===== config.mk =====
export PLATFORM = sky130hd
export DESIGN_NAME = mem_seq_ctrl_flat
export DESIGN_NICKNAME = d
export VERILOG_FILES = /design/src/rtl/mem_seq_pkg.sv /design/src/rtl/mem_seq_if.sv /design/src/rtl/mem_seq_alu.sv /design/src/rtl/mem_seq_ctrl.sv /design/src/flat_wrapper.sv
export SDC_FILE = /design/constraint.sdc
export NUM_CORES = 1
export LEC_CHECK = 0
export ABC_AREA = 1
export BUFFER_PORTS_ARGS = -buffer_cell sky130_fd_sc_hd__clkbuf_2
export CAP_MARGIN = 20
export CORE_MARGIN = 2
export CORE_UTILIZATION = 50
export DETAILED_ROUTE_END_ITERATION = 8
export PLACE_DENSITY = 0.77
export SYNTH_ARGS = -nofsm -noshare
export SYNTH_HDL_FRONTEND = slang
export SYNTH_SLANG_ARGS = --single-unit

===== constraint.sdc =====
create_clock -name clk -period 2 [get_ports clk]
set_input_delay 0.1 -clock clk [delete_from_list [all_inputs] [get_ports clk]]
set_output_delay 0.1 -clock clk [all_outputs]
set_load 0.02 [all_outputs]

===== src/rtl/mem_seq_pkg.sv =====
// Shared operation/state encodings and width defaults for the memory vector sequencer.
package mem_seq_pkg;

  localparam int DEF_ADDR_W = 6;
  localparam int DEF_DATA_W = 8;

  typedef enum logic [1:0] {
    OP_ADD = 2'b00,
    OP_SUB = 2'b01,
    OP_AND = 2'b10,
    OP_XOR = 2'b11
  } op_e;

  typedef enum logic [1:0] {
    ST_IDLE = 2'b00,
    ST_RD   = 2'b01,
    ST_WR   = 2'b10,
    ST_DONE = 2'b11
  } state_e;

endpackage


===== src/rtl/mem_seq_if.sv =====
// Dual-read / single-write data memory port shared by the sequencer (master) and the memory (slave).
interface mem_seq_if import mem_seq_pkg::*; #(
  parameter int ADDR_W = DEF_ADDR_W,
  parameter int DATA_W = DEF_DATA_W
) ();

  logic              read;
  logic [ADDR_W-1:0] read_adr1;
  logic [ADDR_W-1:0] read_adr2;
  logic [DATA_W-1:0] read_data1;
  logic [DATA_W-1:0] read_data2;
  logic [ADDR_W-1:0] write_adr;
  logic [DATA_W-1:0] write_data;
  logic              write_en;

  modport master (
    output read, read_adr1, read_adr2, write_adr, write_data, write_en,
    input  read_data1, read_data2
  );

  modport slave (
    input  read, read_adr1, read_adr2, write_adr, write_data, write_en,
    output read_data1, read_data2
  );

endinterface


===== src/rtl/mem_seq_alu.sv =====
// Element operation unit: add/sub/and/xor with carry-or-borrow flag.
// Optional MEM_SEQ_SATURATE_EN clamps add/sub results instead of wrapping.
module mem_seq_alu import mem_seq_pkg::*; #(
  parameter int DATA_W = DEF_DATA_W
) (
  input  op_e               i_op,
  input  logic [DATA_W-1:0] i_a,
  input  logic [DATA_W-1:0] i_b,
  output logic [DATA_W-1:0] o_result,
  output logic              o_flag
);

  logic [DATA_W:0] w_sum;
  logic [DATA_W:0] w_diff;

  // The extra top bit is the carry for add and the borrow (a < b) for sub.
  assign w_sum  = {1'b0, i_a} + {1'b0, i_b};
  assign w_diff = {1'b0, i_a} - {1'b0, i_b};

  always_comb begin
    o_result = '0;
    o_flag   = 1'b0;
    case (i_op)
      OP_ADD: begin
        o_flag = w_sum[DATA_W];
`ifdef MEM_SEQ_SATURATE_EN
        o_result = w_sum[DATA_W] ? '1 : w_sum[DATA_W-1:0];
`else
        o_result = w_sum[DATA_W-1:0];
`endif
      end
      OP_SUB: begin
        o_flag = w_diff[DATA_W];
`ifdef MEM_SEQ_SATURATE_EN
        o_result = w_diff[DATA_W] ? '0 : w_diff[DATA_W-1:0];
`else
        o_result = w_diff[DATA_W-1:0];
`endif
      end
      OP_AND:  o_result = i_a & i_b;
      OP_XOR:  o_result = i_a ^ i_b;
      default: o_result = '0;
    endcase
  end

endmodule


===== src/rtl/mem_seq_ctrl.sv =====
// Vector sequencer: dst[i] = f(op, src1[i], src2[i]) over length elements, one read and one write cycle each.
// Build option MEM_SEQ_SATURATE_EN selects saturating add/sub in mem_seq_alu.
module mem_seq_ctrl import mem_seq_pkg::*; #(
  parameter int ADDR_W = DEF_ADDR_W,
  parameter int DATA_W = DEF_DATA_W
) (
  input  logic              clk,
  input  logic              rst,
  input  logic              start,
  input  logic [1:0]        op,
  input  logic [ADDR_W-1:0] src1_base,
  input  logic [ADDR_W-1:0] src2_base,
  input  logic [ADDR_W-1:0] dst_base,
  input  logic [ADDR_W:0]   length,
  output logic              busy,
  output logic              done,
  output logic              ovf,
  mem_seq_if.master         mem
);

  state_e            r_state;
  state_e            w_next;
  op_e               r_op;
  logic [ADDR_W-1:0] r_src1;
  logic [ADDR_W-1:0] r_src2;
  logic [ADDR_W-1:0] r_dst;
  logic [ADDR_W:0]   r_len;
  logic [ADDR_W:0]   r_idx;
  logic [ADDR_W:0]   w_idxInc;
  logic [ADDR_W-1:0] w_off;
  logic [ADDR_W-1:0] r_wrAdr;
  logic [DATA_W-1:0] r_wrData;
  logic              r_ovf;
  logic [DATA_W-1:0] w_result;
  logic              w_flag;

  // Address offsets drop the top idx bit so base+idx wraps around the memory.
  assign w_off    = r_idx[ADDR_W-1:0];
  assign w_idxInc = r_idx + 1'b1;

  mem_seq_alu #(.DATA_W(DATA_W)) u_alu (
    .i_op     (r_op),
    .i_a      (mem.read_data1),
    .i_b      (mem.read_data2),
    .o_result (w_result),
    .o_flag   (w_flag)
  );

  always_ff @(posedge clk) begin
    if (rst) begin
      r_state  <= ST_IDLE;
      r_op     <= OP_ADD;
      r_src1   <= '0;
      r_src2   <= '0;
      r_dst    <= '0;
      r_len    <= '0;
      r_idx    <= '0;
      r_wrAdr  <= '0;
      r_wrData <= '0;
      r_ovf    <= 1'b0;
    end else begin
      r_state <= w_next;
      case (r_state)
        ST_IDLE: begin
          if (start) begin
            r_op   <= op_e'(op);
            r_src1 <= src1_base;
            r_src2 <= src2_base;
            r_dst  <= dst_base;
            r_len  <= length;
            r_idx  <= '0;
            r_ovf  <= 1'b0;
          end
        end
        ST_RD: begin
          r_wrAdr  <= r_dst + w_off;
          r_wrData <= w_result;
          if (w_flag) r_ovf <= 1'b1;
        end
        ST_WR:   r_idx <= w_idxInc;
        default: ;
      endcase
    end
  end

  always_comb begin
    w_next         = r_state;
    busy           = (r_state != ST_IDLE);
    done           = (r_state == ST_DONE);
    ovf            = r_ovf;
    mem.read       = 1'b0;
    mem.read_adr1  = '0;
    mem.read_adr2  = '0;
    mem.write_en   = 1'b0;
    mem.write_adr  = r_wrAdr;
    mem.write_data = r_wrData;
    case (r_state)
      ST_IDLE: begin
        if (start) w_next = (length == '0) ? ST_DONE : ST_RD;
      end
      ST_RD: begin
        mem.read      = 1'b1;
        mem.read_adr1 = r_src1 + w_off;
        mem.read_adr2 = r_src2 + w_off;
        w_next        = ST_WR;
      end
      ST_WR: begin
        mem.write_en = 1'b1;
        w_next       = (w_idxInc < r_len) ? ST_RD : ST_DONE;
      end
      ST_DONE: w_next = ST_IDLE;
      default: w_next = ST_IDLE;
    endcase
  end

endmodule


===== src/flat_wrapper.sv =====
// flat-port wrapper written by rule: the top's interface ports become plain ports
module mem_seq_ctrl_flat import mem_seq_pkg::*;
#(
  parameter int ADDR_W = DEF_ADDR_W,
  parameter int DATA_W = DEF_DATA_W
)
  (clk, rst, start, op, src1_base, src2_base, dst_base, length, busy, done, ovf, mem_read, mem_read_adr1, mem_read_adr2, mem_write_adr, mem_write_data, mem_write_en, mem_read_data1, mem_read_data2);
  mem_seq_if #(.ADDR_W(ADDR_W), .DATA_W(DATA_W)) mem_i ();
  input  logic clk;
  input  logic rst;
  input  logic start;
  input  logic [1:0] op;
  input  logic [ADDR_W-1:0] src1_base;
  input  logic [ADDR_W-1:0] src2_base;
  input  logic [ADDR_W-1:0] dst_base;
  input  logic [ADDR_W:0] length;
  output logic busy;
  output logic done;
  output logic ovf;
  output wire logic [$bits(mem_i.read)-1:0] mem_read;
  output wire logic [$bits(mem_i.read_adr1)-1:0] mem_read_adr1;
  output wire logic [$bits(mem_i.read_adr2)-1:0] mem_read_adr2;
  output wire logic [$bits(mem_i.write_adr)-1:0] mem_write_adr;
  output wire logic [$bits(mem_i.write_data)-1:0] mem_write_data;
  output wire logic [$bits(mem_i.write_en)-1:0] mem_write_en;
  input wire logic [$bits(mem_i.read_data1)-1:0] mem_read_data1;
  input wire logic [$bits(mem_i.read_data2)-1:0] mem_read_data2;
  assign mem_read = mem_i.read;
  assign mem_read_adr1 = mem_i.read_adr1;
  assign mem_read_adr2 = mem_i.read_adr2;
  assign mem_write_adr = mem_i.write_adr;
  assign mem_write_data = mem_i.write_data;
  assign mem_write_en = mem_i.write_en;
  assign mem_i.read_data1 = mem_read_data1;
  assign mem_i.read_data2 = mem_read_data2;
  mem_seq_ctrl #(.ADDR_W(ADDR_W), .DATA_W(DATA_W)) u_core (.clk(clk), .rst(rst), .start(start), .op(op), .src1_base(src1_base), .src2_base(src2_base), .dst_base(dst_base), .length(length), .busy(busy), .done(done), .ovf(ovf), .mem(mem_i));
endmodule

---- Word level (Yosys, flattened, before mapping) ----
Index checks and enable logic that the tools add are counted.
storage, ports and cells
  output and inout bits ................... 31
  bits in latches ......................... 0
  memories kept ........................... 0
  RAM bits ................................ 0
  word-level logic and storage cells ...... 51
  input port bits ......................... 46
  bits in read-only memories .............. 0
  register bits after elaboration ......... 51
operators by class
  mux-type cells .......................... 15
  magnitude comparators ................... 1
  reductions and logical operators ........ 9
  shift operators ......................... 0
  add/subtract/negate cells ............... 6
  multipliers ............................. 0
  div/mod/pow operators ................... 0
  eq/ne operators ......................... 8
  bitwise gates (word level) .............. 2
operator list
  cell                 number
  $pmux 8 s4           1
  $add 6x6->6          3
  $pmux 7 s2           1
  $mux 6               2
  $add 8x8->9          1
  $sub 8x8->9          1
  $and 8x8->8          1
  $eq 2x2->1 const B   4
  $pmux 2 s4           1
  $xor 8x8->8          1
  $add 7x1->7 const B  1
  $logic_not 7->1      1
  $lt 7x7->1           1
  $mux 7               1
  $mux 2               3
  $reduce_bool 2->1    3
  $eq 2x1->1 const B   2
  $logic_not 2->1      2
  $mux 1               4
  $ne 2x2->1 const B   2
  $pmux 1 s2           2
  $reduce_and 2->1     2
  $reduce_and 3->1     1

---- Longest topological paths before layout ----
Gate-level depths: netlist (run 1).
  word-level depth ........................ 4
  depth in mapped cells ................... 13
  gate-level depth less buffers ........... 13

---- Cells and area by module ----
A second synthesis (run 1) with hierarchy kept.
second synthesis, totals
  cells, all modules ...................... 558
  area total of the unflattened synthesis .. 3744.8 µm²
modules (own cells, without submodules)
  module        cells each  area each (µm²)  sequential area each (µm²)  instances
  mem_seq_ctrl  385         2778.9           1021.0                      1
  mem_seq_alu   173         965.9            0.0                         1

---- Worst setup path before layout (run 1) ----
OpenSTA, ideal clock, no wires.
  path type ............................... register to register
  start ................................... register u_core.r_idx[1]
  end ..................................... register u_core.r_state[1]
  path buffers ............................ 0
  path slack .............................. 41 ps
  period minus slack after synthesis ...... 1959 ps
  stages on the path, launching flop included .. 11
  library setup time ...................... 125 ps
  arrival ................................. 1833 ps
  data required time ...................... 1875 ps
  cell sequence ........................... dfxtp_1 -> ha_1 -> nand3_1 -> nor2_1 -> nand2_1 -> xnor2_2 -> ha_1 -> a21oi_1 -> o21ai_0 -> o21ai_0 -> a31oi_1
on the way
  cells in the longest elaborated chain, start to end .. 4
RTL lines
  element                 line                 RTL
  from (decl)             mem_seq_ctrl.sv:28   logic [ADDR_W:0] r_idx;
  from (signal assigned)  mem_seq_ctrl.sv:80   ST_WR: r_idx <= w_idxInc;
  $add 7x1->7             mem_seq_ctrl.sv:39   assign w_idxInc = r_idx + 1'b1;
  $lt 7x7->1              mem_seq_ctrl.sv:109  w_next = (w_idxInc < r_len) ? ST_RD : ST_DONE;
  $mux 2                  mem_seq_ctrl.sv:109
  $pmux 2 s4              mem_seq_ctrl.sv:97   case (r_state)
  to (signal assigned)    mem_seq_ctrl.sv:62   r_state <= w_next;
  to (decl)               mem_seq_ctrl.sv:21   state_e r_state;
Every way passes these cells.
A chain may end at the register's enable or synchronous reset.

---- Worst setup path after layout (run 1) ----
  start ................................... register u_core.r_idx[0]
  end ..................................... output port mem_read_adr1[4]
on the way
  cells in the longest elaborated chain, start to end .. 2
RTL lines
  element      line                 RTL
  $add 6x6->6  mem_seq_ctrl.sv:103  mem.read_adr1 = r_src1 + w_off;
  $mux 6       mem_seq_ctrl.sv:97
  to (decl)    flat_wrapper.sv:21   output wire logic [$bits(mem_i.read_adr1)-1:0] mem_read_adr1;
Every way passes these cells.

==> results by group, run 1 <==
Synth
  • Most used DFF post-synth: dfxtp_1
  • Netlist cell types: 40
  • Sequential element share of the synthesized area: 0.274
  • Synthesis-stage register bit count: 51
  • Mapped Avg Cell Area: 6.98 sq um
  • Synth warn: 0
  • Mapped Cells: 534
  • Area leader, netlist: dfxtp_1
  • Fraction of registers with async set/reset: 0
  • Post-synth EDFFs: 0
  • Syn nets: 623
  • Top cells by area, synth: dfxtp_1, ha_1, nand2_1
  • Synth top area share: 0.274
  • Post-Syn Area: 3730 sq um

Run
  • Max cap viols: 0

Place
  • HPWL Detailed: 7.15 mm
  • I/O Buffers: 76
  • Worst slack, placed: 0.0782 ns
  • RD Place Congestion: 0.959

Floorplanning
  • I/O pins: 77
  • Initial Utilization: 0.514
  • Die X: 90.4 um
  • Core area: 7250 sq um
  • Die area: 8160 sq um
  • Site row count: 31
  • Die height: 90.4 um

Power and ir drop
  • Static Leak: 2.26 nW
  • Cell Pwr Density: 610 nW/um^2
  • Internal power: 1.81 mW
  • Max VDD drop: 0.275 mV
  • Seq pwr share: 0.423
  • Sw Pwr: 0.941 mW
  • Gate power share: 0.303
  • Clk pwr share: 0.274
  • Power, Total: 2.75 mW
  • Switching Share: 0.342

Clock network
  • Root buf cell: clkbuf_8
  • Clock sinks: 51
  • Worst-Skew Late Latency: 0.31 ns
  • CTS tree: yes
  • Max Buffers Root-to-Sink: 2
  • CTS H-tree lvls: 2
  • Clock-pin slew on the worst setup and hold paths: 0.10 ns
  • Total CTS buffers: 5

Timing
  • Setup Total Neg Slack: -0.192 ns
  • Final Hold Vio Count: 0
  • Part of the cycle the worst path needs: 1.04
  • Slew headroom: 0.666
  • Max Slew Vio Count: 0
  • Final min period: 2.08 ns
  • Final WS setup: -0.0838 ns
  • Setup Viol. Count Final: 3
  • Least-Margin Pin Slew: 0.500 ns
  • Peak Freq: 480 MHz
  • RSZ-0062 raised after global routing: true
  • Worst Clk Skew: 0.0105 ns

Routing
  • DRC: 0
  • Vias: 3774
  • WL/cell: 13.9 um
  • DRT iter0 DRCs: 372
  • DRT antenna net count: 0
  • Drt pass-1 iters: 5
  • Vias/cell: 5.26
  • Final WL: 9.93 mm

Global route
  • Number of global-route vias before repair: 3430
  • First-pass GRT wire length: 15.9 mm
  • Total gr overflow: 0
  • Initial antenna violation count: 0
  • Largest net degree at the start of global routing: 38
  • Global Route Usage Sum: 0.235

Finish
  • ANT cells: 0
  • Most frequent cells in the layout: nand2_1, clkbuf_2, inv_1, nor2_1, dfxtp_1
  • Area growth, synth to finish: 21.0%
  • Most common cell after layout, fill and taps aside: nand2_1
  • Layout cells sized above 1: 0.256
  • Final nets: 706

Run status
  • Failing checks: setup timing
  • Outcome: finished with violations

Setup path
  • Critical Path Source Type: register
  • CP Data Arrival Time: 1.98 ns
  • CP endpoint kind: primary output
  • CP Max Fanout: 3
  • Worst Path Required: 1.90 ns
  • Crit Path Category: reg2out

Worst hold path
  • HP Class: in2reg
## cells in the mapped netlist (4+ instances only)
library cell	n
ha_1	38
a21oi_1	48
xor2_1	6
buf_6	7
buf_2	4
o21ai_0	52
nand3_1	29
o21ai_1	10
inv_1	67
o22ai_1	5
inv_2	6
dfxtp_1	51
nand2_1	90
nand4_1	4
fa_1	5
nor2_1	63
clkbuf_1	4
nor2_2	7
xnor2_1	4
## layer usage
layer | global-route usage | up-vias | wire [um]
met1 | 0.324 | 1739 | 4620
met4 | 0.0551 | 0 | 133
met5 | 0 | - | 0
li1 | - | 1900 | -
met3 | 0.0301 | 13 | 604
met2 | 0.392 | 122 | 4570
## metrics by stage
step | instance area [sq um] | instances | util | hold slack, ns
2_1_floorplan | 3730 | 534 | - | 0.169
3_3_place_gp | 4160 | 699 | 0.574 | 0.322
3_5_place_dp | 4160 | 699 | 0.574 | 0.328
4_1_cts | 4390 | 710 | 0.606 | 0.00382
5_1_grt | 4510 | 717 | 0.622 | 0.00862
6_report | 4510 | 717 | 0.622 | 0.00181
## timing repair
| action | in CTS | in global routing |
|---|---|---|
| endpoints found under the setup margin | 4 | 5 |
| pin swaps | 5 | 13 |
| buffers inserted | 1 | 7 |
| cloned | 0 | 0 |
| endpoints found under the hold margin | 2 | 0 |
| gates resized for setup | 24 | 23 |
| hold buffers | 2 | 0 |
## path summary, 6_finish.rpt
check,start,end,slack (ns),depth (start not counted)
min,dst_base[4],u_core.r_dst[4],0.002,3
max reg2reg,u_core.r_idx[0],u_core.r_state[1],0.05,13
max,u_core.r_idx[0],mem_read_adr1[4],-0.08,9
min reg2reg,u_core.r_len[4],u_core.r_len[4],0.47,2
## power by group through the flow
stage	Combinational, mW	Clock (mW)	Sequential, mW
after floorplan	0.549	0	1.21
after global placement	0.776	0	1.18
after detailed placement	0.789	0	1.18
after CTS	0.809	0.762	1.16
after global routing	0.932	0.808	1.17
final	0.834	0.753	1.16
## area by class of cell
type,instances,area (sq um)
Fill cell,666,2740
Multi-Input combinational cell,388,2400
Sequential cell,51,1030
Timing Repair Buffer,96,557
Inverter,75,287
Tap cell,99,124
Clock buffer,6,82.6
Clock inverter,2,35.0
## sequential cells by signal, summed over array words and instances, names as in the netlist, 6 cells and up
| register | count |
|---|---|
| u_core.mem.write_adr | 6 |
| u_core.mem.write_data | 8 |
| u_core.r_src1 | 6 |
| u_core.r_len | 7 |
| u_core.r_src2 | 6 |
| u_core.r_dst | 6 |
| u_core.r_idx | 7 |
## critical path, cell delays in order, from the launching register on
cell and delay (ns):
dfxtp_2 0.35, buf_4 0.15, ha_4 0.16, fa_2 0.33
nand2_1 0.06, inv_1 0.04, o21ai_1 0.11, nand2_1 0.09
a21oi_1 0.20, buf_4 0.18
## kinds of logic (layout without fill, tap and decap cells)
kind of cell | after synthesis | count (layout) | synth area share
AOI/OAI and AO/OA | 128 | 128 | 0.187
xor gates and xnor gates | 11 | 11 | 0.0279
adders and majority gates | 43 | 43 | 0.154
buffers and inverters | 95 | 179 | 0.116
DFF | 51 | 51 | 0.274
and+or+nand+nor | 206 | 206 | 0.241
Power figures use the tool's default switching activity.
==> inputs of run 2 (changes only) <==
Settings changed: SYNTH_HIERARCHICAL set to 1.
==> results by group, run 2 <==
Timing
  • RSZ-0062 raised after global routing: true (unchanged)
  • Slew headroom: 0.604 (was 0.666)
  • Least-Margin Pin Slew: 0.592 ns (was 0.500 ns)
  • Worst Clk Skew: 0.00878 ns (was 0.0105 ns)
  • Fin Hold WS: 0.00914 ns (was 0.00181 ns)
  • Part of the cycle the worst path needs: 0.987 (was 1.04)
  • Setup Total Neg Slack: 0 ns (was -0.192 ns)
  • Final min period: 1.97 ns (was 2.08 ns)
  • Setup Viol. Count Final: 0 (was 3)
  • Max Slew Vio Count: 0 (unchanged)
  • Final Hold Vio Count: 0 (unchanged)
  • Final WS setup: 0.0255 ns (was -0.0838 ns)
  • Peak Freq: 506 MHz (was 480 MHz)

Setup path
  • Reg2reg setup slack: 0.12 ns (was 0.05 ns)
  • Critical Path Start: u_core/r_idx[0] (was u_core.r_idx[0])
  • Crit path max-delay family: adder cells (unchanged)
  • Critical Path Max Stage Delay: 0.39 ns (was 0.35 ns)
  • Crit path depth: 8 (was 9)
  • Reg-to-reg startpoint: u_core/r_idx[1] (was u_core.r_idx[0])
  • Worst Reg2Reg Path Length in Cells: 12 (was 13)
  • Reg2Reg Capture Point: u_core/r_state[1] (was u_core.r_state[1])
  • Critical path cell sequence: ha_4, fa_2, nand2_1, nand2_1, a21oi_2, xor2_1, nor2_1, buf_4 (was buf_4, ha_4, fa_2, nand2_1, inv_1, o21ai_1, nand2_1, a21oi_1, buf_4)
  • WP buf/inv: 1 (was 3)
  • Crit path max-delay cell type: dfxtp_4 (was dfxtp_2)
  • Crit Path Category: reg2out (unchanged)
  • Worst Path Required: 1.90 ns (about the same)
  • Setup crit end: mem_read_adr2[4] (was mem_read_adr1[4])
  • Critical Path Source Type: register (unchanged)
  • CP Data Arrival Time: 1.87 ns (was 1.98 ns)
  • CP Max Fanout: 4 (was 3)
  • CP dominant cell by count: nand2_1
  • CP endpoint kind: primary output (unchanged)

Synth
  • Synth Area in Simple Gates: 0.302 (was 0.241)
  • Adder-Cell Fraction of Synth Area: 0.154 (about the same)
  • Sequential element share of the synthesized area: 0.273 (was 0.274)
  • Synth cell count leaders: nand2_1, nor2_1, inv_1 (was nand2_1, inv_1, nor2_1)
  • Most common cell in the netlist: nand2_1 (unchanged)
  • Synth warn: 6 (was 0)
  • Top cells by area, synth: dfxtp_1, ha_1, nand2_1 (unchanged)
  • Xor/xnor share of the synthesized area: 0.0234 (was 0.0279)
  • Most used DFF post-synth: dfxtp_1 (unchanged)
  • Mux share of post-synthesis cell area: 0 (unchanged)
  • Syn nets: 647 (was 623)
  • Synth top area share: 0.273 (was 0.274)
  • Area leader, netlist: dfxtp_1 (unchanged)
  • Synthesis-stage register bit count: 51 (unchanged)
  • Mapped Cells: 558 (was 534)
  • Mapped Avg Cell Area: 6.71 sq um (was 6.98 sq um)
  • Netlist cell types: 37 (was 40)
  • Post-Syn Area: 3740 sq um (was 3730 sq um)
  • Main combinational cell family by area after synthesis: simple AND/OR/NAND/NOR gates (unchanged)
  • Post-synth EDFFs: 0 (unchanged)
  • Fraction of registers with async set/reset: 0 (unchanged)
  • Compound-Gate Fraction of Synth Area: 0.136 (was 0.187)

Floorplanning
  • Die area: 8200 sq um (was 8160 sq um)
  • Die height: 90.5 um (was 90.4 um)
  • Initial Utilization: 0.516 (was 0.514)
  • I/O pins: 77 (unchanged)
  • Die X: 90.5 um (was 90.4 um)
  • Core area: 7250 sq um (unchanged)
  • Site row count: 31 (unchanged)

Finish
  • Filler cells: 646 (was 666)
  • Final nets: 727 (was 706)
  • Final instance area: 4490 sq um (was 4510 sq um)
  • Layout cells sized above 1: 0.216 (was 0.256)
  • ANT cells: 0 (unchanged)
  • Max FFs per register: 8 (unchanged)
  • Most frequent cells in the layout: nand2_1, nor2_1, inv_1, clkbuf_2, dfxtp_1 (was nand2_1, clkbuf_2, inv_1, nor2_1, dfxtp_1)
  • Most common cell after layout, fill and taps aside: nand2_1 (unchanged)
  • Area growth, synth to finish: 19.8% (was 21.0%)

Place
  • Post-placement cell area: 4200 sq um (was 4160 sq um)
  • HPWL Detailed: 7.13 mm (was 7.15 mm)
  • RD Place Congestion: 0.921 (was 0.959)
  • I/O Buffers: 76 (unchanged)
  • Worst slack, placed: 0.132 ns (was 0.0782 ns)

Worst hold path
  • HP Class: in2reg (unchanged)
  • Hold Path Cell Cnt: 3 (unchanged)

Clock network
  • Max Buffers Root-to-Sink: 2 (unchanged)
  • Total CTS buffers: 5 (unchanged)
  • Worst-Skew Late Latency: 0.31 ns (about the same)
  • Clock-pin slew on the worst setup and hold paths: 0.10 ns (about the same)
  • CTS tree: yes (unchanged)
  • CTS H-tree lvls: 2 (unchanged)
  • Clock sinks: 51 (unchanged)
  • Root buf cell: clkbuf_8 (unchanged)

Routing
  • WL/cell: 13.1 um (was 13.9 um)
  • Vias/cell: 5.21 (was 5.26)
  • DRT iter0 DRCs: 267 (was 372)
  • DRT antenna net count: 0 (unchanged)
  • DRC: 0 (unchanged)
  • Drt pass-1 iters: 7 (was 5)
  • Final WL: 9.64 mm (was 9.93 mm)
  • Vias: 3844 (was 3774)

Power and ir drop
  • Max VDD drop: 0.297 mV (was 0.275 mV)
  • Cell Pwr Density: 584 nW/um^2 (was 610 nW/um^2)
  • Power, Total: 2.62 mW (was 2.75 mW)
  • Static Leak: 2.29 nW (was 2.26 nW)

Global route
  • Total gr overflow: 0 (unchanged)
  • Global Route Usage Sum: 0.226 (was 0.235)
  • Initial antenna violation count: 0 (unchanged)
  • Largest net degree at the start of global routing: 36 (was 38)
  • Number of global-route vias before repair: 3477 (was 3430)
  • First-pass GRT wire length: 15.6 mm (was 15.9 mm)

Run
  • Max cap viols: 0 (unchanged)

Run status
  • Outcome: complete, no violations (was finished with violations)
==> run 2: changes by cell type in the layout (fill, tap and decap cells not counted), sizes merged, moves of 3 or more <==
| cell | previous run | this run |
|---|---|---|
| and2 | 0 | 3 |
| a21oi | 53 | 35 |
| buf | 22 | 17 |
| nor2 | 71 | 96 |
| nand2 | 93 | 108 |
| o21ai | 62 | 45 |
| nand3 | 32 | 36 |
| nor3 | 2 | 8 |
| nand4 | 4 | 8 |
| inv | 75 | 80 |
| xnor2 | 5 | 2 |
==> run 2: worst min-delay path by stage <==
stage	slack [ns]	to	from
5_1_grt	0.01	u_core/r_src1[1]	src1_base[1]
3_3_place_gp	0.33	u_core/r_src2[4]	src2_base[4]
3_5_place_dp	0.33	u_core/r_src2[3]	src2_base[3]
6_report	0.009	u_core/r_src2[3]	src2_base[3]
4_1_cts	0.005	u_core/r_src2[3]	src2_base[3]
2_1_floorplan	0.23	u_core/r_dst[0]	dst_base[0]
==> run 2: repair_timing <==
item,4_1_cts,5_1_grt
hold buffers,1,0
hold endpoints to repair,1,0
setup endpoints to repair,3,5
pin swaps,3,2
buffers inserted,2,2
resized for setup,13,23
==> run 2: stage by stage <==
stage	cells	utilization
finish	738	0.618
CTS	736	0.604
detailed placement	726	0.580
global placement	726	0.580
global route	738	0.618
floorplan	558	-
==> run 2: report_power, final <==
part / switching [mW] / leakage [nW] / internal (mW)
clock: 0.384 / 0.0502 / 0.260
combinational: 0.510 / 1.82 / 0.298
sequential: 0.0655 / 0.423 / 1.10
==> run 2: cells by family after synthesis <==
kind of cell	Yosys count
and+or+nand+nor	263
adders and majority gates	43
DFF	51
AOI/OAI and AO/OA	95
xor gates and xnor gates	10
buffers and inverters	96
==> run 2: metal layers <==
metal,up-vias,part of all wire,global-route usage,wire length [um]
li1,1950,-,-,-
met1,1759,0.46,0.301,4430
met2,125,0.47,0.384,4510
met3,10,0.060,0.0301,578
met4,0,0.011,0.0628,110
met5,-,0,0,0
==> run 2: worst reg2reg max path: cells and delay by family (launching register included) <==
| family | cells | cell delay [ns] |
|---|---|---|
| and+or+nand+nor | 8 | 0.80 |
| adders and majority gates | 1 | 0.27 |
| buffers and inverters | 1 | 0.15 |
| AOI/OAI and AO/OA | 2 | 0.23 |
| DFF | 1 | 0.38 |
==> run 2: final cells by class <==
cell class,count,area (sq um),share of cell area
well taps,99,124,0.0276
repair buffers,90,497,0.111
clock buffers,5,68.8,0.0153
clock inverters,3,28.8,0.00642
multi-input cells,411,2430,0.543
inverters,79,302,0.0672
flip-flops and latches,51,1030,0.230
==> inputs of run 3 (changes only) <==
Clock period 2 ns to 1.64 ns, I/O delays scaled along.
==> results by group, run 3 (synthesis gave the netlist of run 2 again) <==
Finish
  • Layout cells sized above 1: 0.323 (was 0.216)
  • Final instance area: 5070 sq um (was 4490 sq um)
  • Max FFs per register: 8 (unchanged)
  • Final nets: 769 (was 727)
  • Most common cell after layout, fill and taps aside: nand2_1 (unchanged)
  • Most frequent cells in the layout: nand2_1, nor2_1, inv_1, clkbuf_2, buf_4 (was nand2_1, nor2_1, inv_1, clkbuf_2, dfxtp_1)
  • Area growth, synth to finish: 35.5% (was 19.8%)
  • ANT cells: 0 (unchanged)
  • Filler cells: 564 (was 646)

Place
  • Worst slack, placed: -0.166 ns (was 0.132 ns)
  • I/O Buffers: 76 (unchanged)
  • Post-placement cell area: 4340 sq um (was 4200 sq um)
  • RD Place Congestion: 0.898 (was 0.921)
  • HPWL Detailed: 7.27 mm (was 7.13 mm)

Clock network
  • Max Buffers Root-to-Sink: 2 (unchanged)
  • Clock-pin slew on the worst setup and hold paths: 0.11 ns (was 0.10 ns)
  • Worst-Skew Late Latency: 0.31 ns (about the same)
  • CTS tree: yes (unchanged)
  • Total CTS buffers: 5 (unchanged)
  • Clock sinks: 51 (unchanged)
  • CTS H-tree lvls: 2 (unchanged)
  • Root buf cell: clkbuf_8 (unchanged)

Timing
  • Setup Viol. Count Final: 13 (was 0)
  • Final WS setup: -0.363 ns (was 0.0255 ns)
  • Slew headroom: 0.763 (was 0.604)
  • Final min period: 2.00 ns
  • Final Hold Vio Count: 0 (unchanged)
  • Worst Clk Skew: 0.0123 ns (was 0.00878 ns)
  • Part of the cycle the worst path needs: 1.22
  • Least-Margin Pin Slew: 0.356 ns (was 0.592 ns)
  • Peak Freq: 499 MHz
  • Fin Hold WS: 0.000685 ns (was 0.00914 ns)
  • RSZ-0062 raised after global routing: true (unchanged)
  • Max Slew Vio Count: 0 (unchanged)

Routing
  • Drt pass-1 iters: 5 (was 7)
  • DRT antenna net count: 0 (unchanged)
  • DRC: 0 (unchanged)
  • DRT iter0 DRCs: 216 (was 267)
  • Vias/cell: 5.23 (was 5.21)
  • Final WL: 11.0 mm (was 9.64 mm)
  • WL/cell: 14.1 um (was 13.1 um)
  • Vias: 4079 (was 3844)

Power and ir drop
  • Power, Total: 3.34 mW (was 2.62 mW)
  • Static Leak: 2.54 nW (was 2.29 nW)
  • Max VDD drop: 0.366 mV (was 0.297 mV)
  • Cell Pwr Density: 659 nW/um^2 (was 584 nW/um^2)

Floorplanning
  • Initial Utilization: 0.516 (unchanged)
  • Die height: 90.5 um (unchanged)
  • Die area: 8200 sq um (unchanged)
  • Site row count: 31 (unchanged)
  • Core area: 7250 sq um (unchanged)
  • Die X: 90.5 um (unchanged)
  • I/O pins: 77 (unchanged)

Run status
  • Outcome: finished with violations (was complete, no violations)
  • Failing checks: setup timing

Setup path
  • CP Max Fanout: 3 (was 4)
  • Worst Path Required: 1.90 ns (about the same)
  • CP endpoint kind: register (was primary output)
  • CP Data Arrival Time: 2.26 ns (was 1.87 ns)
  • Crit Path Category: reg2reg (was reg2out)
  • Critical Path Source Type: register (unchanged)

Global route
  • Total gr overflow: 0 (unchanged)
  • Global Route Usage Sum: 0.251 (was 0.226)
  • Initial antenna violation count: 0 (unchanged)
  • Largest net degree at the start of global routing: 36 (unchanged)
  • Number of global-route vias before repair: 3864 (was 3477)
  • First-pass GRT wire length: 17.1 mm (was 15.6 mm)

Run
  • Max cap viols: 0 (unchanged)

Worst hold path
  • HP Class: in2reg (unchanged)
run 3: report_power, final:
group	switching [mW]	internal, mW	total (mW)
clock network	0.465	0.317	0.782
registers	0.0856	1.34	1.43
logic	0.681	0.451	1.13
run 3: cell type report:
class,count,area (sq um),area share
clock buffers,5,68.8,0.0136
multi-input cells,411,2640,0.519
repair buffers,132,881,0.174
clock inverters,3,28.8,0.00567
flip-flops and latches,51,1040,0.204
inverters,79,302,0.0594
well taps,99,124,0.0244
run 3: critical path: stages, from the launching register on:
cell,delay (ns)
dfxtp_4,0.39
buf_6,0.11
buf_4,0.10
nand3_1,0.10
nor2_2,0.15
nand3_1,0.13
and2_1,0.19
ha_1,0.30
nand2_2,0.07
a21oi_2,0.11
nor2_1,0.06
nand2_1,0.06
nand2_1,0.06
a21oi_1,0.12
run 3: worst paths after layout:
check | startpoint | end | slack, ns | cells after the start
setup / recovery | u_core/r_idx[0] | u_core/r_state[1] | -0.36 | 13
hold / removal | length[0] | u_core/r_len[0] | 0.0007 | 3
setup reg to reg | u_core/r_idx[0] | u_core/r_state[1] | -0.36 | 13
hold reg to reg | u_core/ovf | u_core/ovf | 0.48 | 2
run 3: routing by layer:
layer,vias to the layer above,track usage,part of all wire
met5,-,0,0
met3,24,0.0334,0.057
met4,0,0.109,0.026
met2,161,0.433,0.49
li1,2031,-,-
met1,1863,0.312,0.42
run 3: timing repair:
action                                  CTS  global route
hold buffers                              4             0
buffers inserted                         11            16
resized for setup                        55            47
endpoints found under the setup margin   12            17
endpoints found under the hold margin     4             0
gates cloned                              0             0
pin swaps                                17            29
run 3: metrics by stage:
stage / TNS (ns) / util / std cells
finish: -2.29 / 0.700 / 780
global route: -3.27 / 0.700 / 780
CTS: -1.96 / 0.664 / 764
detailed placement: -0.537 / 0.599 / 741
global placement: -0.145 / 0.599 / 741
floorplan: -0.110 / - / 558
